**config.mk**
```make
export PLATFORM = sky130hd
export DESIGN_NAME = datapath
export DESIGN_NICKNAME = d
export VERILOG_FILES = /design/src/rtl/datapath_pkg.sv /design/src/rtl/datapath_alu.sv /design/src/rtl/datapath.sv
export SDC_FILE = /design/constraint.sdc
export NUM_CORES = 1
export LEC_CHECK = 0
export ABC_AREA = 1
export CAP_MARGIN = 30
export CORE_ASPECT_RATIO = 0.6
export CORE_MARGIN = 1.5
export CORE_UTILIZATION = 54
export CTS_CLUSTER_SIZE = 14
export DETAILED_ROUTE_END_ITERATION = 12
export MAX_ROUTING_LAYER = met4
export PLACE_DENSITY = 0.87
export SLEW_MARGIN = 20
export SYNTH_ARGS = -nofsm -noshare
export SYNTH_HDL_FRONTEND = slang
export SYNTH_SLANG_ARGS = --single-unit
```
**constraint.sdc**
```tcl
create_clock -name i_clk -period 5.4 [get_ports i_clk]
set_clock_uncertainty 0.1 [all_clocks]
set_input_delay 0.54 -clock i_clk [delete_from_list [all_inputs] [get_ports i_clk]]
set_output_delay 0.54 -clock i_clk [all_outputs]
set_load 0.005 [all_outputs]
```
**src/rtl/datapath_pkg.sv**
```systemverilog
// Shared encodings for the BIP-I accumulator datapath: ACC input mux, ALU B mux, ALU op.
`timescale 1ns/1ps
package datapath_pkg;

  localparam logic [1:0] SEL_A_MEM  = 2'b00;
  localparam logic [1:0] SEL_A_IMM  = 2'b01;
  localparam logic [1:0] SEL_A_ALU  = 2'b10;
  localparam logic [1:0] SEL_A_HOLD = 2'b11;

  localparam logic SEL_B_MEM = 1'b0;
  localparam logic SEL_B_IMM = 1'b1;

  localparam logic OP_ADD = 1'b0;
  localparam logic OP_SUB = 1'b1;

endpackage

```
**src/rtl/datapath_alu.sv**
```systemverilog
// Combinational two's-complement add/subtract; carry and borrow are dropped.
`timescale 1ns/1ps
module alu
  import datapath_pkg::*;
#(
  parameter int unsigned NB_DATA = 16
) (
  input  logic [NB_DATA-1:0] a,
  input  logic [NB_DATA-1:0] b,
  input  logic               op,
  output logic [NB_DATA-1:0] result
);

  always_comb begin
    result = a + b;
    if (op == OP_SUB) result = a - b;
  end

endmodule

```
**src/rtl/datapath.sv**
```systemverilog
// BIP-I accumulator datapath: operand sign-extension, A/B muxes, add/sub ALU and ACC register.
`timescale 1ns/1ps
module datapath
  import datapath_pkg::*;
#(
  parameter int unsigned NB_DATA    = 16,
  parameter int unsigned NB_OPERAND = 11,
  parameter int unsigned NB_ADDR    = 11,
  parameter int unsigned NB_OPCODE  = 5
) (
  input  logic                  i_clk,
  input  logic                  i_rst,
  input  logic [1:0]            i_SelA,
  input  logic                  i_SelB,
  input  logic                  i_WrAcc,
  input  logic                  i_op,
  input  logic [NB_OPERAND-1:0] i_operand,
  input  logic [NB_DATA-1:0]    i_data_memory,
  output logic [NB_ADDR-1:0]    o_addr,
  output logic [NB_DATA-1:0]    o_data_memory
);

  logic [NB_DATA-1:0] ext;
  logic [NB_DATA-1:0] b_mux;
  logic [NB_DATA-1:0] alu_res;
  logic [NB_DATA-1:0] a_mux;
  logic [NB_DATA-1:0] acc_d, acc_q;

  // Opcode width only keeps the port family uniform with the control unit.
  if (NB_OPCODE == 0) begin : g_no_opcode
  end

  if (NB_DATA > NB_OPERAND) begin : g_sext
    assign ext = {{(NB_DATA-NB_OPERAND){i_operand[NB_OPERAND-1]}}, i_operand};
  end else begin : g_trunc
    assign ext = i_operand[NB_DATA-1:0];
  end

  if (NB_ADDR > NB_OPERAND) begin : g_addr_zext
    assign o_addr = {{(NB_ADDR-NB_OPERAND){1'b0}}, i_operand};
  end else begin : g_addr_slice
    assign o_addr = i_operand[NB_ADDR-1:0];
  end

  always_comb begin
    b_mux = i_data_memory;
    if (i_SelB == SEL_B_IMM) b_mux = ext;
  end

  alu #(.NB_DATA(NB_DATA)) u_alu (
    .a      (acc_q),
    .b      (b_mux),
    .op     (i_op),
    .result (alu_res)
  );

  always_comb begin
    a_mux = acc_q;
    case (i_SelA)
      SEL_A_MEM:  a_mux = i_data_memory;
      SEL_A_IMM:  a_mux = ext;
      SEL_A_ALU:  a_mux = alu_res;
      SEL_A_HOLD: a_mux = acc_q;
      default:    a_mux = acc_q;
    endcase
  end

  always_comb begin
    acc_d = acc_q;
    if (i_WrAcc) acc_d = a_mux;
  end

  always_ff @(posedge i_clk or negedge i_rst) begin
    if (!i_rst) acc_q <= '0;
    else        acc_q <= acc_d;
  end

  assign o_data_memory = acc_q;

endmodule

```
==> reports/metrics.cfg, run 1 <==
[critical_path]
end_kind = flip-flop
crit_path_frequent_cell = nand2_1
required_ns = 5.49
slowest_stage = clkdlybuf4s50_1
worstSetupStartpointType = primary input
crit_cells = 18
path_cells = clkdlybuf4s50_1 > inv_2 > nand2_1 > nand2_2 > inv_1 > ha_1 > nand4_2 > nor3_2 > nor2_1 > xor2_1 > ha_1 > nand2_1 > nor3_1 > nand3_1 > nand3_1 > nand2_1 > o21a_1 > o21ai_0
cpLargestDelayFamily = simple AND/OR/NAND/NOR gates
critPathKind = primary input to flip-flop
r2r.worst_path.cells = 16
crit_fanout = 14
crit_arrival_ns = 4.32
crit_path_max_incr_delay_ns = 0.87
crit_buf_inv = 3

[power]
pwr_density_cell_mw_per_mm2 = 244
pwr-share-clk = 0.164
comb_power_share = 0.611
p_sw_mw = 0.335
power.internal_mw = 0.395
power_mw = 0.730
power.share.sequential = 0.226
p_leak_nw = 1.55
ir_drop_mv = 0.144
sw_frac_of_total = 0.459

[grt]
grt_start_max_net_pins = 24
grt_pass1_wl_um = 11700
grt_pass1_vias = 2503
grt_overflow_total = 0
grt_usage = 0.332
antenna_found_initial = 0

[yosys]
ys.flop_type = dfrtp_1
synth_warnings = 0
synth_fp_nets = 454
async_flop_share = 1.00
synthTopCellsByArea = nand2_1 (19%), dfrtp_1 (17%), ha_1 (9.9%), inv_1 (8.4%), a21oi_1 (7.3%)
syn_area_mm2 = 0.00240
synth.top_cell.area_share = 0.192
seq_area_frac_synth = 0.167
yosys_register_bits = 16
synth_cells = 400
syn_area_per_cell_um2 = 6.00
synth-edff-count = 0
synth.distinct_cells = 33
synth_area_leader_cell = nand2_1

[worst_hold_path]
holdPathStages = 2
hp-class = flip-flop to flip-flop

[drt]
first_iter_violations = 236
routed_via_density = 5.52
drt_wl_total_um = 7390
vias = 2783
firstDrtPassIters = 5
met3_length_um = 929
wl_met2_um = 2990
dr.max_layer_used = met4
wl_per_cell_um = 14.7
drc_errors = 0
drt-met1-wl_um = 3350
antenna_left = 0

[layout]
multi_input_area_mm2 = 0.00165
nNetsFinal = 499
largest_register_ff_count = 16
n_antenna_cell = 0
stdcell_count = 504
fillers = 365
finalInstanceArea_mm2 = 0.00299
regArea_um2 = 400
drive_gt1_frac = 0.0541
syn_to_final_growth_pct = 24.6

[timing]
max_freq_mhz = 236
slew_headroom = 0.437
tightest_slew_ns = 0.842
setup_viol = 0
hold_viol = 0
drv_slew = 0
period_share = 0.783
rsz0062_at_grt = no
period_minus_slack_ns = 4.23
setup_tns_ns = 0

[cts]
cts_resized = 0
cts_setup_buffers = 0
insertion_delay_ns = 0.27
cts_hold_buffers = 0
cts.sinks = 16
cts_buffers = 3
clk_pin_slew_ns = 0.07
root_buffer = clkbuf_8
h-tree-depth = 1
cts_max_path_buffers = 2
cts_tree = built

[status]
status = finished, final reports clean

[placed_design]
placed_cell_area_mm2 = 0.00294
dp_cells = 500
portBuffers = 60
place.gp.congestion = 0.966
dpl.hpwl_um = 5740

[floorplanning]
start_util = 0.573
die_w_um = 89.1
core-area_mm2 = 0.00419
die_y_um = 54.7
num_io_pins = 61
dieArea_mm2 = 0.00487
rows = 18

[run]
cap_viol_max_count = 0

[layout by cell type (no fill, tap or decap), types with 16 or more instances in the layout]
cell type | synthesis | routed
ha_1 | 19 | 19
clkdlybuf4s50_1 | 0 | 60
nor2_1 | 26 | 26
nand3_1 | 23 | 23
inv_1 | 54 | 54
a21oi_1 | 35 | 35
dfrtp_1 | 16 | 16
o21ai_0 | 25 | 25
nand2_1 | 123 | 123
[worst paths after layout]
| kind | start | end | slack [ns] |
|---|---|---|---|
| max reg2reg | o_data_memory[0]$_DFFE_PN0P_ | o_data_memory[12]$_DFFE_PN0P_ | 2.90 |
| max in group asynchronous | i_rst | o_data_memory[15]$_DFFE_PN0P_ | 4.03 |
| min reg2reg | o_data_memory[11]$_DFFE_PN0P_ | o_data_memory[11]$_DFFE_PN0P_ | 0.43 |
| min in group asynchronous | i_rst | o_data_memory[4]$_DFFE_PN0P_ | 0.64 |
| max | i_SelB | o_data_memory[14]$_DFFE_PN0P_ | 1.17 |
| min | o_data_memory[11]$_DFFE_PN0P_ | o_data_memory[11]$_DFFE_PN0P_ | 0.43 |
[metrics by stage]
step	util	hold slack [ns]	setup WS, ns
after floorplan	-	0.144	2.45
after global placement	0.701	0.401	1.13
after detailed placement	0.701	0.410	1.00
after CTS	0.714	0.427	1.30
after global routing	0.714	0.471	0.803
final	0.714	0.428	1.17
[metal layers]
layer / GRT usage / up-vias
li1: - / 1366
met1: 0.451 / 1241
met2: 0.501 / 161
met3: 0.0679 / 15
met4: 0.0974 / 0
met5: - / -
[layout make-up]
cell class | instances | area share
inverter | 57 | 0.0715
timing repair buffer | 60 | 0.201
tap | 60 | 0.0251
clock buffer | 4 | 0.0184
sequential | 16 | 0.134
multi-input combinational | 307 | 0.551
[worst min-delay path, delay by kind of cell, from the launching register on]
family           cells  cell delay (ns)
flip-flops           1             0.38
AND/OR/NAND/NOR      2             0.12
[synth_stat cells, drive strengths merged (2+ instances only)]
master,instances
a21oi,35
nand2,134
inv,56
o211ai,8
o21a,3
or2,2
clkbuf,6
buf,14
dfrtp,16
xnor2,3
o21ai,27
a31oi,2
xor2,9
nand4,2
ha,19
nor3,5
o21bai,2
nand3,23
nor2,29
[power groups by stage]
| stage | logic, mW | registers (mW) | clock network, mW |
|---|---|---|---|
| 6_report | 0.446 | 0.165 | 0.119 |
| 5_1_grt | 0.498 | 0.168 | 0.126 |
| 4_1_cts | 0.436 | 0.164 | 0.119 |
| 3_5_place_dp | 0.432 | 0.165 | 0 |
| 3_3_place_gp | 0.424 | 0.165 | 0 |
| 2_1_floorplan | 0.286 | 0.162 | 0 |
[kinds of logic (layout without fill, tap and decap cells)]
kind of cell             Yosys count  in the layout  synth area share
buffers and inverters             77            121             0.147
XOR/XNOR                          12             12            0.0438
flip-flops                        16             16             0.167
AO/OA/AOI/OAI                     79             79             0.181
AND/OR/NAND/NOR                  196            196             0.354
adder cells (fa/ha/maj)           20             20             0.107
No activity file was read; power rests on OpenSTA's default activity.
==> run 2, diff against run 1 <==
--- a/config.mk
+++ b/config.mk
@@ -9,11 +9,11 @@
 export CAP_MARGIN = 30
 export CORE_ASPECT_RATIO = 0.6
 export CORE_MARGIN = 1.5
-export CORE_UTILIZATION = 54
+export CORE_UTILIZATION = 50
 export CTS_CLUSTER_SIZE = 14
 export DETAILED_ROUTE_END_ITERATION = 12
 export MAX_ROUTING_LAYER = met4
-export PLACE_DENSITY = 0.87
+export PLACE_DENSITY = 0.81
 export SLEW_MARGIN = 20
 export SYNTH_ARGS = -nofsm -noshare
 export SYNTH_HDL_FRONTEND = slang
==> constraint.sdc (replaced) <==
create_clock -name i_clk -period 3.98 [get_ports i_clk]
set_clock_uncertainty 0.1 [all_clocks]
set_input_delay 0.398 -clock i_clk [delete_from_list [all_inputs] [get_ports i_clk]]
set_output_delay 0.398 -clock i_clk [all_outputs]
set_load 0.005 [all_outputs]
==> run 2 against run 1 <==
Flip-flop and latch count unchanged; cell count is 1.2% higher; global-route usage decreased by 3.4 points; register-to-register slack worse by 1.4 ns; highest routed layer unchanged; largest power group unchanged; combinational power up 35%; sequential power grew 35%; via count decreased by 1.8%; critical path depth did not move; sequential share of layout area decreased by 0.12 points; first-iteration DRC count grew 57%; core utilization fell by 5.6 points.
==> reports/metrics.cfg, run 2 (synthesized netlist as in run 1, its figures left out) <==
[status]
status = finished, final reports clean  ; unchanged

[timing]
period_share = 0.901
period_minus_slack_ns = 3.59
drv_slew = 0  ; unchanged
tightest_slew_ns = 0.844  ; was 0.842 ns
rsz0062_at_grt = no  ; unchanged
hold_viol = 0  ; unchanged
slew_headroom = 0.435  ; was 0.437
setup_viol = 0  ; unchanged
setup_tns_ns = 0  ; unchanged
max_freq_mhz = 279

[cts]
cts_tree = built  ; unchanged
cts_hold_buffers = 0  ; unchanged
cts_max_path_buffers = 2  ; unchanged
cts_setup_buffers = 0  ; unchanged
clk_pin_slew_ns = 0.07  ; about the same
root_buffer = clkbuf_8  ; unchanged
h-tree-depth = 1  ; unchanged
cts_resized = 0  ; unchanged
cts.sinks = 16  ; unchanged
cts_buffers = 3  ; unchanged
insertion_delay_ns = 0.26  ; was 0.27 ns

[placed_design]
place.gp.congestion = 1.02  ; was 0.966
portBuffers = 60  ; unchanged
dp_cells = 506  ; was 500
placed_cell_area_mm2 = 0.00296  ; was 0.00294 mm²
dpl.hpwl_um = 5570  ; was 5740 µm

[layout]
stdcell_count = 510  ; was 504
regArea_um2 = 400  ; unchanged
nNetsFinal = 502  ; was 499
final_common_cell = nand2_1  ; unchanged
layout_common_cells = nand2_1 (123), clkdlybuf4s50_1 (60), inv_1 (54), a21oi_1 (35), nor2_1 (26)  ; unchanged
finalInstanceArea_mm2 = 0.00302  ; was 0.00299 mm²
largest_register_ff_count = 16  ; unchanged
fillers = 418  ; was 365
multi_input_area_mm2 = 0.00165  ; unchanged
syn_to_final_growth_pct = 25.7  ; was 24.6%
n_antenna_cell = 0  ; unchanged
drive_gt1_frac = 0.0604  ; was 0.0541

[critical_path]
critPathKind = primary input to flip-flop  ; unchanged
crit_path_max_incr_delay_ns = 0.56  ; was 0.87 ns
worstSetupStartpointType = primary input  ; unchanged
crit_fanout = 10  ; was 14
crit_arrival_ns = 3.66  ; was 4.32 ns
crit_path_frequent_cell = nand2_1  ; unchanged
end_kind = flip-flop  ; unchanged
required_ns = 4.06  ; was 5.49 ns
path_cells = clkdlybuf4s50_1 > buf_4 > nand2_1 > nand2_1 > nand2_1 > nor2_4 > nand3_1 > nand2_1 > xor2_1 > inv_1 > ha_1 > nand2_1 > nor3_1 > nand3_1 > nand3_1 > nand2_1 > o21a_1 > o21ai_0  ; was clkdlybuf4s50_1 > inv_2 > nand2_1 > nand2_2 > inv_1 > ha_1 > nand4_2 > nor3_2 > nor2_1 > xor2_1 > ha_1 > nand2_1 > nor3_1 > nand3_1 > nand3_1 > nand2_1 > o21a_1 > o21ai_0
slowest_stage = clkdlybuf4s50_1  ; unchanged

[drt]
firstDrtPassIters = 5  ; unchanged
wl_per_cell_um = 14.0  ; was 14.7 µm
first_iter_violations = 371  ; was 236
routed_via_density = 5.36  ; was 5.52
drc_errors = 0  ; unchanged
drt_wl_total_um = 7140  ; was 7390 µm
antenna_left = 0  ; unchanged
vias = 2734  ; was 2783

[worst_hold_path]
hp-class = flip-flop to flip-flop  ; unchanged

[grt]
grt_pass1_vias = 2562  ; was 2503
grt_overflow_total = 0  ; unchanged
grt_usage = 0.299  ; was 0.332
antenna_found_initial = 0  ; unchanged
grt_pass1_wl_um = 11900  ; was 11700 µm
grt_start_max_net_pins = 24  ; unchanged

[floorplanning]
die_y_um = 56.7  ; was 54.7 µm
core-area_mm2 = 0.00459  ; was 0.00419 mm²
dieArea_mm2 = 0.00524  ; was 0.00487 mm²
die_w_um = 92.5  ; was 89.1 µm
start_util = 0.523  ; was 0.573
num_io_pins = 61  ; unchanged
rows = 19  ; was 18

[power]
p_leak_nw = 1.56  ; was 1.55 nW
pwr_density_cell_mw_per_mm2 = 326  ; was 244 mW/mm²
ir_drop_mv = 0.153  ; was 0.144 mV
power_mw = 0.984  ; was 0.730 mW

[run]
cap_viol_max_count = 0  ; unchanged

## run 2: changes by cell type in the layout (fill, tap and decap cells not counted), sizes merged
cell | before | now
buf | 0 | 3
## run 2: final cells by class
type / count / share of cell area
Clock buffer: 4 / 0.0182
Timing Repair Buffer: 63 / 0.206
Inverter: 57 / 0.0709
Tap cell: 63 / 0.0261
Sequential cell: 16 / 0.133
Multi-Input combinational cell: 307 / 0.546
## run 2: per-layer routing
layer / vias to the layer above / global-route usage / wire, µm
met5: - / - / 0
met4: 0 / 0.0571 / 62
met2: 137 / 0.410 / 2830
met3: 8 / 0.0759 / 899
li1: 1372 / - / -
met1: 1217 / 0.439 / 3350
## run 2: worst max-delay path, delay by kind of cell
| kind | cells | cell delay [ns] |
|---|---|---|
| compound gates | 2 | 0.31 |
| fa+ha+maj | 1 | 0.35 |
| simple gates | 11 | 1.57 |
| buf+inv | 3 | 0.86 |
| xor+xnor | 1 | 0.17 |
## run 2: power by group
part / switching (mW) / leakage, nW / total, mW / internal (mW)
logic: 0.346 / 1.33 / 0.602 / 0.257
registers: 0.0306 / 0.198 / 0.223 / 0.192
clock network: 0.0701 / 0.0288 / 0.158 / 0.0882
## run 2: path summary, 6_finish.rpt
check,cells past startpoint,endpoint,start,slack [ns]
max,18,o_data_memory[14]$_DFFE_PN0P_,i_SelB,0.39
min,2,o_data_memory[11]$_DFFE_PN0P_,o_data_memory[11]$_DFFE_PN0P_,0.42
max reg2reg,16,o_data_memory[12]$_DFFE_PN0P_,o_data_memory[0]$_DFFE_PN0P_,1.47
min reg2reg,2,o_data_memory[11]$_DFFE_PN0P_,o_data_memory[11]$_DFFE_PN0P_,0.42
max in group asynchronous,1,o_data_memory[11]$_DFFE_PN0P_,i_rst,2.74
min in group asynchronous,1,o_data_memory[4]$_DFFE_PN0P_,i_rst,0.51
## run 2: through the flow
step            util  hold slack [ns]  setup WS, ns
2_1_floorplan      -          0.00241          1.18
3_3_place_gp   0.646            0.396         0.236
3_5_place_dp   0.646            0.403         0.213
4_1_cts        0.658            0.422         0.490
5_1_grt        0.658            0.446        0.0870
6_report       0.658            0.422         0.395
==> run 3, diff against run 2 <==
--- a/config.mk
+++ b/config.mk
@@ -7,13 +7,16 @@
 export LEC_CHECK = 0
 export ABC_AREA = 1
 export CAP_MARGIN = 30
+export CELL_PAD_IN_SITES_DETAIL_PLACEMENT = 2
+export CELL_PAD_IN_SITES_GLOBAL_PLACEMENT = 2
 export CORE_ASPECT_RATIO = 0.6
 export CORE_MARGIN = 1.5
-export CORE_UTILIZATION = 50
+export CORE_UTILIZATION = 26
+export CTS_CLUSTER_DIAMETER = 100
 export CTS_CLUSTER_SIZE = 14
 export DETAILED_ROUTE_END_ITERATION = 12
 export MAX_ROUTING_LAYER = met4
-export PLACE_DENSITY = 0.81
+export PLACE_DENSITY_LB_ADDON = 0.1
 export SLEW_MARGIN = 20
 export SYNTH_ARGS = -nofsm -noshare
 export SYNTH_HDL_FRONTEND = slang
==> run 3 against run 2 <==
Non-clock buffer count rose by 10; critical path depth increased by 5; clock-buffer cell count unchanged; routed wire length increased by 48%.
==> reports/metrics.cfg, run 3 (synthesized netlist as in run 1, its figures left out) <==
[status]
status = finished, final reports clean  ; unchanged

[layout]
stdcell_count = 569  ; was 510
fillers = 1105  ; was 418
nNetsFinal = 512  ; was 502
largest_register_ff_count = 16  ; unchanged
syn_to_final_growth_pct = 33.4  ; was 25.7%
final_common_cell = nand2_1  ; unchanged
drive_gt1_frac = 0.0810  ; was 0.0604
n_antenna_cell = 0  ; unchanged
layout_common_cells = nand2_1 (123), clkdlybuf4s50_1 (59), inv_1 (54), a21oi_1 (35), nor2_1 (26)  ; was nand2_1 (123), clkdlybuf4s50_1 (60), inv_1 (54), a21oi_1 (35), nor2_1 (26)

[critical_path]
r2r.worst_path.cells = 16  ; unchanged
end_kind = flip-flop  ; unchanged
required_ns = 4.03  ; was 4.06 ns
r2r-end = o_data_memory[12]$_DFFE_PN0P_  ; unchanged
path_cells = dlymetal6s2s_1 > buf_4 > nand2_1 > nand2_1 > nand2_2 > nor2_4 > nand4_2 > nor3_2 > buf_4 > nand4_1 > nand3_1 > o21ai_1 > ha_1 > inv_1 > nor3_1 > and2_1 > nand2_1 > nand2_1 > nand3_1 > nand3_1 > nand2_1 > nand2_1 > nand2_1  ; was clkdlybuf4s50_1 > buf_4 > nand2_1 > nand2_1 > nand2_1 > nor2_4 > nand3_1 > nand2_1 > xor2_1 > inv_1 > ha_1 > nand2_1 > nor3_1 > nand3_1 > nand3_1 > nand2_1 > o21a_1 > o21ai_0
worst_setup_path_endpoint = o_data_memory[15]$_DFFE_PN0P_  ; was o_data_memory[14]$_DFFE_PN0P_
crit_arrival_ns = 3.65  ; was 3.66 ns
worstSetupStartpointType = primary input  ; unchanged
crit_start = i_SelB  ; unchanged
worstReg2RegStart = o_data_memory[0]$_DFFE_PN0P_  ; unchanged
crit_fanout = 9  ; was 10
crit_path_max_incr_delay_ns = 0.38  ; was 0.56 ns
critPathKind = primary input to flip-flop  ; unchanged
r2r_slack_ns = 1.35  ; was 1.47 ns
crit_path_frequent_cell = nand2_1  ; unchanged
slowest_stage = ha_1  ; was clkdlybuf4s50_1

[placed_design]
portBuffers = 60  ; unchanged
place.gp.congestion = 0.846  ; was 1.02
dp_cells = 565  ; was 506
dpl.hpwl_um = 8710  ; was 5570 µm

[cts]
cts_setup_buffers = 0  ; unchanged
cts_resized = 0  ; unchanged
cts_max_path_buffers = 2  ; unchanged
cts_tree = built  ; unchanged
clk_pin_slew_ns = 0.06  ; was 0.07 ns
cts.sinks = 16  ; unchanged
insertion_delay_ns = 0.26  ; about the same
cts_buffers = 3  ; unchanged
cts_hold_buffers = 0  ; unchanged
h-tree-depth = 1  ; unchanged
root_buffer = clkbuf_16  ; was clkbuf_8

[timing]
hold_viol = 0  ; unchanged
drv_slew = 0  ; unchanged
setup_viol = 0  ; unchanged
whs_ns = 0.392  ; was 0.422 ns
slew_headroom = 0.427  ; was 0.435
rsz0062_at_grt = no  ; unchanged
period_minus_slack_ns = 3.59  ; about the same
period_share = 0.903  ; was 0.901
tightest_slew_ns = 0.858  ; was 0.844 ns
max_freq_mhz = 278  ; was 279 MHz

[power]
pwr-share-clk = 0.215  ; was 0.161
p_sw_mw = 0.518  ; was 0.446 mW
comb_power_share = 0.586  ; was 0.612
sw_frac_of_total = 0.456  ; was 0.454
pwr_density_cell_mw_per_mm2 = 355  ; was 326 mW/mm²
p_leak_nw = 1.64  ; was 1.56 nW
ir_drop_mv = 0.135  ; was 0.153 mV
power_mw = 1.14  ; was 0.984 mW
power.internal_mw = 0.619  ; was 0.537 mW
power.share.sequential = 0.199  ; was 0.227

[drt]
firstDrtPassIters = 4  ; was 5
antenna_left = 0  ; unchanged
drt_wl_total_um = 10600  ; was 7140 µm
routed_via_density = 4.96  ; was 5.36
vias = 2825  ; was 2734
drc_errors = 0  ; unchanged
wl_per_cell_um = 18.6  ; was 14.0 µm
first_iter_violations = 114  ; was 371

[floorplanning]
num_io_pins = 61  ; unchanged
dieArea_mm2 = 0.00984  ; was 0.00524 mm²
rows = 26  ; was 19
start_util = 0.275  ; was 0.523
die_w_um = 127  ; was 92.5 µm
core-area_mm2 = 0.00872  ; was 0.00459 mm²
die_y_um = 77.4  ; was 56.7 µm

[grt]
grt_pass1_vias = 2926  ; was 2562
antenna_found_initial = 0  ; unchanged
grt_usage = 0.229  ; was 0.299
grt_start_max_net_pins = 24  ; unchanged
grt_overflow_total = 0  ; unchanged
grt_pass1_wl_um = 16500  ; was 11900 µm

[worst_hold_path]
hp-class = primary input to async pin  ; was flip-flop to flip-flop

[run]
cap_viol_max_count = 0  ; unchanged

run 3: changes by cell type in the layout (fill, tap and decap cells not counted):
| cell | before | now |
|---|---|---|
| buf_4 | 3 | 12 |
| clkbuf_16 | 0 | 3 |
| clkbuf_8 | 4 | 1 |
| buf_8 | 0 | 1 |
| clkdlybuf4s50_1 | 60 | 59 |
| dlymetal6s2s_1 | 0 | 1 |
| inv_2 | 2 | 1 |
| inv_4 | 0 | 1 |
run 3: worst min-delay path by stage:
| stage | from | end | slack, ns | cells after the start |
|---|---|---|---|---|
| floorplan | i_rst | o_data_memory[0]$_DFFE_PN0P_ | 0.002 | 0 |
| global placement | o_data_memory[14]$_DFFE_PN0P_ | o_data_memory[14]$_DFFE_PN0P_ | 0.42 | 2 |
| detailed placement | o_data_memory[15]$_DFFE_PN0P_ | o_data_memory[15]$_DFFE_PN0P_ | 0.43 | 2 |
| CTS | i_rst | o_data_memory[1]$_DFFE_PN0P_ | 0.41 | 1 |
| global route | i_rst | o_data_memory[1]$_DFFE_PN0P_ | 0.41 | 1 |
| finish | i_rst | o_data_memory[1]$_DFFE_PN0P_ | 0.39 | 1 |
run 3: metal layers:
| metal | track usage | part of all wire | wire length [µm] | up-vias |
|---|---|---|---|---|
| met5 | - | 0 | 0 | - |
| met4 | 0.0330 | 0.0079 | 84 | 0 |
| met3 | 0.0366 | 0.041 | 436 | 6 |
| met2 | 0.340 | 0.41 | 4320 | 65 |
| met1 | 0.332 | 0.54 | 5760 | 1362 |
| li1 | - | - | - | 1392 |
run 3: layout make-up:
type / count / area (µm²) / share of cell area
clock buffer: 4 / 88.8 / 0.0277
inverter: 57 / 216 / 0.0676
multi-input combinational: 307 / 1650 / 0.515
sequential: 16 / 400 / 0.125
tap: 112 / 140 / 0.0438
timing repair buffer: 73 / 708 / 0.221
run 3: metrics by stage:
stage | area, µm² | util | setup TNS, ns | setup slack, ns
after floorplan | 2400 | - | 0 | 1.18
after global placement | 3090 | 0.355 | -0.0385 | -0.0385
after detailed placement | 3110 | 0.356 | -0.123 | -0.123
after CTS | 3200 | 0.367 | 0 | 0.150
after global routing | 3200 | 0.367 | 0 | 0.180
final | 3200 | 0.367 | 0 | 0.386
run 3: critical path: cells and delay by family:
family                     cells  cell delay (ns)
buffers and inverters          4             0.78
adders and majority gates      1             0.38
AOI/OAI and AO/OA              1             0.12
and+or+nand+nor               17             1.96
run 3: power by group through the flow:
stage                     clock network [mW]  logic [mW]  registers [mW]
after global routing                   0.261       0.738           0.231
after detailed placement                   0       0.657           0.229
after floorplan                            0       0.388           0.220
final                                  0.245       0.666           0.227
after global placement                     0       0.630           0.227
after CTS                              0.254       0.662           0.226
==> edit 1 (config.mk and constraints of run 2) <==
Register the inputs `i_SelA`, `i_SelB`, `i_WrAcc`, `i_op`, `i_operand` and `i_data_memory` before use, cleared by the reset. The logic sees them one clock later.
--- a/src/rtl/datapath.sv
+++ b/src/rtl/datapath.sv
@@ -21,4 +21,29 @@
 );
 
+  logic [1:0] i_SelA_q;
+  logic i_SelB_q;
+  logic i_WrAcc_q;
+  logic i_op_q;
+  logic [NB_OPERAND-1:0] i_operand_q;
+  logic [NB_DATA-1:0] i_data_memory_q;
+
+  always_ff @(posedge i_clk or negedge i_rst) begin
+    if (!i_rst) begin
+      i_SelA_q        <= '0;
+      i_SelB_q        <= '0;
+      i_WrAcc_q       <= '0;
+      i_op_q          <= '0;
+      i_operand_q     <= '0;
+      i_data_memory_q <= '0;
+    end else begin
+      i_SelA_q        <= i_SelA;
+      i_SelB_q        <= i_SelB;
+      i_WrAcc_q       <= i_WrAcc;
+      i_op_q          <= i_op;
+      i_operand_q     <= i_operand;
+      i_data_memory_q <= i_data_memory;
+    end
+  end
+
   logic [NB_DATA-1:0] ext;
   logic [NB_DATA-1:0] b_mux;
@@ -32,18 +57,18 @@
 
   if (NB_DATA > NB_OPERAND) begin : g_sext
-    assign ext = {{(NB_DATA-NB_OPERAND){i_operand[NB_OPERAND-1]}}, i_operand};
+    assign ext = {{(NB_DATA-NB_OPERAND){i_operand_q[NB_OPERAND-1]}}, i_operand_q};
   end else begin : g_trunc
-    assign ext = i_operand[NB_DATA-1:0];
+    assign ext = i_operand_q[NB_DATA-1:0];
   end
 
   if (NB_ADDR > NB_OPERAND) begin : g_addr_zext
-    assign o_addr = {{(NB_ADDR-NB_OPERAND){1'b0}}, i_operand};
+    assign o_addr = {{(NB_ADDR-NB_OPERAND){1'b0}}, i_operand_q};
   end else begin : g_addr_slice
-    assign o_addr = i_operand[NB_ADDR-1:0];
+    assign o_addr = i_operand_q[NB_ADDR-1:0];
   end
 
   always_comb begin
-    b_mux = i_data_memory;
-    if (i_SelB == SEL_B_IMM) b_mux = ext;
+    b_mux = i_data_memory_q;
+    if (i_SelB_q == SEL_B_IMM) b_mux = ext;
   end
 
@@ -51,5 +76,5 @@
     .a      (acc_q),
     .b      (b_mux),
-    .op     (i_op),
+    .op     (i_op_q),
     .result (alu_res)
   );
@@ -57,6 +82,6 @@
   always_comb begin
     a_mux = acc_q;
-    case (i_SelA)
-      SEL_A_MEM:  a_mux = i_data_memory;
+    case (i_SelA_q)
+      SEL_A_MEM:  a_mux = i_data_memory_q;
       SEL_A_IMM:  a_mux = ext;
       SEL_A_ALU:  a_mux = alu_res;
@@ -68,5 +93,5 @@
   always_comb begin
     acc_d = acc_q;
-    if (i_WrAcc) acc_d = a_mux;
+    if (i_WrAcc_q) acc_d = a_mux;
   end
 
Formal check against the unedited RTL: not equivalent (a bounded check fails within 4 cycles, from zero or initial values and one cycle with i_rst low).
==> edit 1 against run 2 <==
- setup slack lost 0.0058 ns
- area after synthesis rose by 36%
- sequential cell count grew 32
- routed wire length is 25% higher
- sequential share of layout area up 16 points
- count of clock-buffer cells in the layout grew 1
- clock power increased to 2.7 times the old value
- total power increased by 67%
- sequential power increased to 2.6 times the old value
- critical path depth down 1
- final area rose by 35%
- critical endpoint is now o_data_memory[11]$_DFFE_PN0P_
- highest routed layer unchanged
==> edit 1: results (changes against run 2) <==
The tools report the global placement routability congestion as 1.02 (+0.41%). The post-synth net total is 518 (+14%), and the post-layout instance count excluding filler cells is 608 (+19%). For the sequential element share of the synthesized area, the log shows 0.369 (+0.202). The critical-path maximum fanout works out to 24 (+14).

For the routing usage on met1, the log shows 0.432 (-0.00740). The half-perimeter wire length of the detailed placement result is 7.06 mm (+27%), and the static leakage is 2.10 nW (+34%). The average wire length per cell after detail routing is 14.7 microns (+4.7%). The tools report the met2 global-route usage as 0.359 (-0.0506). The run finished with clean final reports.

The overall power of the completed layout is 1.64 mW (+67%), and the critical path data arrival time is 3.69 ns (+0.03 ns). The logs give 5 (+2) for the number of buffers created by CTS and 27 (+13%) for the maximum number of pins on one net before global-route repair. The average instance area after synthesis came out at 7.02 sq um (+17%). Launch point of the worst hold path: i_SelA[1].

The count of routing violations after the opening detailed-route iteration was 272 (-27%). The tools report the source of the worst register-to-register timing path as i_SelB_q$_DFF_PN0_. After synthesis, the cell types taking the most area are sky130_fd_sc_hd__dfrtp_1 (37%), sky130_fd_sc_hd__nand2_1 (17%), sky130_fd_sc_hd__ha_1 (7.3%). The number of nets in the final layout came out at 577 (+15%). The slowest cell on the critical path was sky130_fd_sc_hd__dfrtp_1.

Count of cell types in the netlist: 36 (+9.1%). STA classifies the critical path startpoint as a flip-flop. The delay of the slowest cell on the worst path was 0.84 ns (+0.28 ns); the number of global-route vias before repair was 2871 (+12%). The switching power summed over all nets was 0.584 mW (+31%); the worst hold path depth was 1 (-1). For the worst path setup slack after routing, the log shows 0.389 ns (-0.00580 ns).
edit 1: logic make-up after synthesis:
family,Yosys count,synth area share
XOR/XNOR,13,0.0349
AO/OA/AOI/OAI,76,0.127
buffers and inverters,70,0.0902
adder cells (fa/ha/maj),20,0.0791
AND/OR/NAND/NOR,236,0.297
multiplexers,1,0.00307
flip-flops,48,0.369
edit 1: area by class of cell:
| class | instances | area, sq um |
|---|---|---|
| timing repair buffer | 63 | 633 |
| sequential | 48 | 1200 |
| fill | 553 | 2130 |
| inverter | 59 | 226 |
| clock buffer | 5 | 68.8 |
| clock inverter | 3 | 68.8 |
| multi-input combinational | 346 | 1760 |
| tap | 84 | 105 |
edit 1: layer usage:
layer  vias to the layer above  share of wire  wire length [microns]
li1                       1592              -                      -
met1                      1490           0.51                   4520
met2                       162           0.38                   3340
met3                         4           0.11                   1020
met4                         0         0.0037                     33
met5                         -              0                      0
==> edit 2 (flow settings as in run 2) <==
Without the edit above. The parameter `NB_ADDR` goes from 11 to 10.
--- a/src/rtl/datapath.sv
+++ b/src/rtl/datapath.sv
@@ -6,5 +6,5 @@
   parameter int unsigned NB_DATA    = 16,
   parameter int unsigned NB_OPERAND = 11,
-  parameter int unsigned NB_ADDR    = 11,
+  parameter int unsigned NB_ADDR    = 10,
   parameter int unsigned NB_OPCODE  = 5
 ) (
Interface: changed (resized o_addr); port bits go from 61 to 60. The function was not compared with the original's and may differ.
==> edit 2 against run 2 <==
- area after synthesis is 0.31% lower
- final area is 0.79% lower
- non-clock buffer count is 1 lower
- routed wire length is 0.80% lower
- sequential cell count stayed put
- cell count is 0.39% lower
- largest power group unchanged
- critical path type unchanged
- register-to-register slack better by 0.05 ns
- clock power is 15% lower
- setup slack worse by 0.074 ns
- total power is 2.9% lower
==> edit 2: results (changes against run 2) <==
The synthesized instance count was 399 (-0.25%). For the quantity of gates resized following cts, the log shows 0 (unchanged). The final critical-path required period was 3.66 ns (+0.0739 ns); the sequential element share of the synthesized area was 0.167 (+0.000523).

Path type of the worst setup path: input port to flip-flop. Launch point of the worst path: i_SelB. The first-pass GRT wire length came out at 11.9 mm (-0.23%). The average wire length per cell after detail routing works out to 13.9 microns (-0.41%). The count of placed standard cells including taps is 505 (-0.20%). By area the synthesized netlist is led by sky130_fd_sc_hd__nand2_1 (19%), sky130_fd_sc_hd__dfrtp_1 (17%), sky130_fd_sc_hd__ha_1 (9.9%). Total of buffers placed on input and output ports: 59 (-1.7%). The run gives 0.000143 V (-6.6%) as the maximum VDD drop. The xor/xnor share of the synthesized area works out to 0.0439 (+0.000137).

The reg-to-reg setup timing slack was 1.52 ns (+0.05 ns). The predominant post-synthesis flop cell is sky130_fd_sc_hd__dfrtp_1. The number of flip-flops in the largest register was 16 (unchanged); the fraction of final layout cells sized beyond drive strength 1 was 0.0584 (-0.00198). The tools report the number of nets in the final layout as 501 (-0.20%).

The routed via count divided by cell count was 5.35 (-0.16%). The compound-gate portion of the synthesized area was 0.182 (+0.000569). The logs give 5.53 mm (-0.67%) for the half-perimeter wire length of the detailed placement result and 258 (-30%) for the count of routing violations after the opening detailed-route iteration. Switching power summed over all nets: 0.439 mW (-1.6%).

The post-synth net total was 453 (-0.22%); the clock input transition at the sequential cells of the worst setup and hold paths was 0.07 ns (about the same). The tools report the post-route cell area as 3000 sq um (-0.79%). The area share of fa/ha/maj cells after synthesis is 0.108 (+0.000337), and the count of cell types in the netlist is 33 (unchanged).

For the aggregate routed wire length, the log shows 7.08 mm (-0.80%). The worst reg-to-reg path cell count is 16 (unchanged). The run gives 0.299 (+0.000418) as the overall routing resource usage. The run gives 1.01 (-0.68%) as the global placement routability congestion. The measured slew at the worst slew-check pin is 0.860 ns (+0.0160 ns). Fraction of synthesized area in multiplexers: 0 (unchanged).

The static leakage was 1.55 nW (-0.71%). The worst flop-to-flop path endpoint is o_data_memory[12]$_DFFE_PN0P_. The critical path data arrival time is 3.74 ns (+0.08 ns), and the setup slack at placement is 0.204 ns (-0.00919 ns). The flow ran to the end, and the final reports show no timing, DRC or antenna violations.

The logs give 2533 (-1.1%) for the number of global-route vias before repair and 0.26 ns (about the same) for the clock latency at the later pin of the worst-skew pair. The source of the worst register-to-register timing path was o_data_memory[0]$_DFFE_PN0P_. The post-synthesis async set-or-reset flop share came out at 1.00 (unchanged).
edit 2: cell types whose count changed in the layout (fill, tap and decap cells not counted):
cell	before	now
sky130_fd_sc_hd__clkdlybuf4s50_1	60	59
sky130_fd_sc_hd__clkbuf_8	4	3
edit 2: critical path, stage by stage:
cell,delay (ns)
sky130_fd_sc_hd__clkdlybuf4s50_1,0.56
sky130_fd_sc_hd__buf_4,0.24
sky130_fd_sc_hd__nand2_1,0.07
sky130_fd_sc_hd__nand2_1,0.18
sky130_fd_sc_hd__nand2_1,0.15
sky130_fd_sc_hd__nor2_4,0.14
sky130_fd_sc_hd__nand3_1,0.14
sky130_fd_sc_hd__nand2_1,0.10
sky130_fd_sc_hd__xor2_1,0.19
sky130_fd_sc_hd__inv_1,0.06
sky130_fd_sc_hd__ha_1,0.35
sky130_fd_sc_hd__nand2_1,0.13
sky130_fd_sc_hd__nor3_1,0.29
sky130_fd_sc_hd__nand3_1,0.22
sky130_fd_sc_hd__nand3_1,0.13
sky130_fd_sc_hd__nand2_1,0.05
sky130_fd_sc_hd__o21a_1,0.18
sky130_fd_sc_hd__o21ai_0,0.14
edit 2: cell type report:
class,instances,share of cell area
multi-input cells,307,0.550
repair buffers,62,0.205
flip-flops and latches,16,0.134
inverters,57,0.0714
well taps,63,0.0263
clock buffers,3,0.0138
edit 2: worst min-delay path by stage:
stage	cells after the start	slack, ns	startpoint	to
2_1_floorplan	0	0.002	i_rst	o_data_memory[0]$_DFFE_PN0P_
3_3_place_gp	2	0.39	o_data_memory[11]$_DFFE_PN0P_	o_data_memory[11]$_DFFE_PN0P_
3_5_place_dp	2	0.40	o_data_memory[11]$_DFFE_PN0P_	o_data_memory[11]$_DFFE_PN0P_
4_1_cts	2	0.42	o_data_memory[11]$_DFFE_PN0P_	o_data_memory[11]$_DFFE_PN0P_
5_1_grt	2	0.44	o_data_memory[11]$_DFFE_PN0P_	o_data_memory[11]$_DFFE_PN0P_
6_report	2	0.42	o_data_memory[11]$_DFFE_PN0P_	o_data_memory[11]$_DFFE_PN0P_
edit 2: metal layers:
| metal | wire, microns | vias to the layer above | part of all wire | global-route usage |
|---|---|---|---|---|
| li1 | - | 1367 | - | - |
| met5 | 0 | - | 0 | - |
| met3 | 764 | 2 | 0.11 | 0.0718 |
| met4 | 18 | 0 | 0.0025 | 0.0308 |
| met2 | 2830 | 150 | 0.40 | 0.428 |
| met1 | 3470 | 1200 | 0.49 | 0.438 |
edit 2: power by group through the flow:
stage / registers [mW] / clock network (mW) / logic (mW)
after global routing: 0.226 / 0.144 / 0.673
final: 0.222 / 0.134 / 0.599
after detailed placement: 0.224 / 0 / 0.584
after global placement: 0.224 / 0 / 0.577
after floorplan: 0.220 / 0 / 0.387
after CTS: 0.222 / 0.138 / 0.588
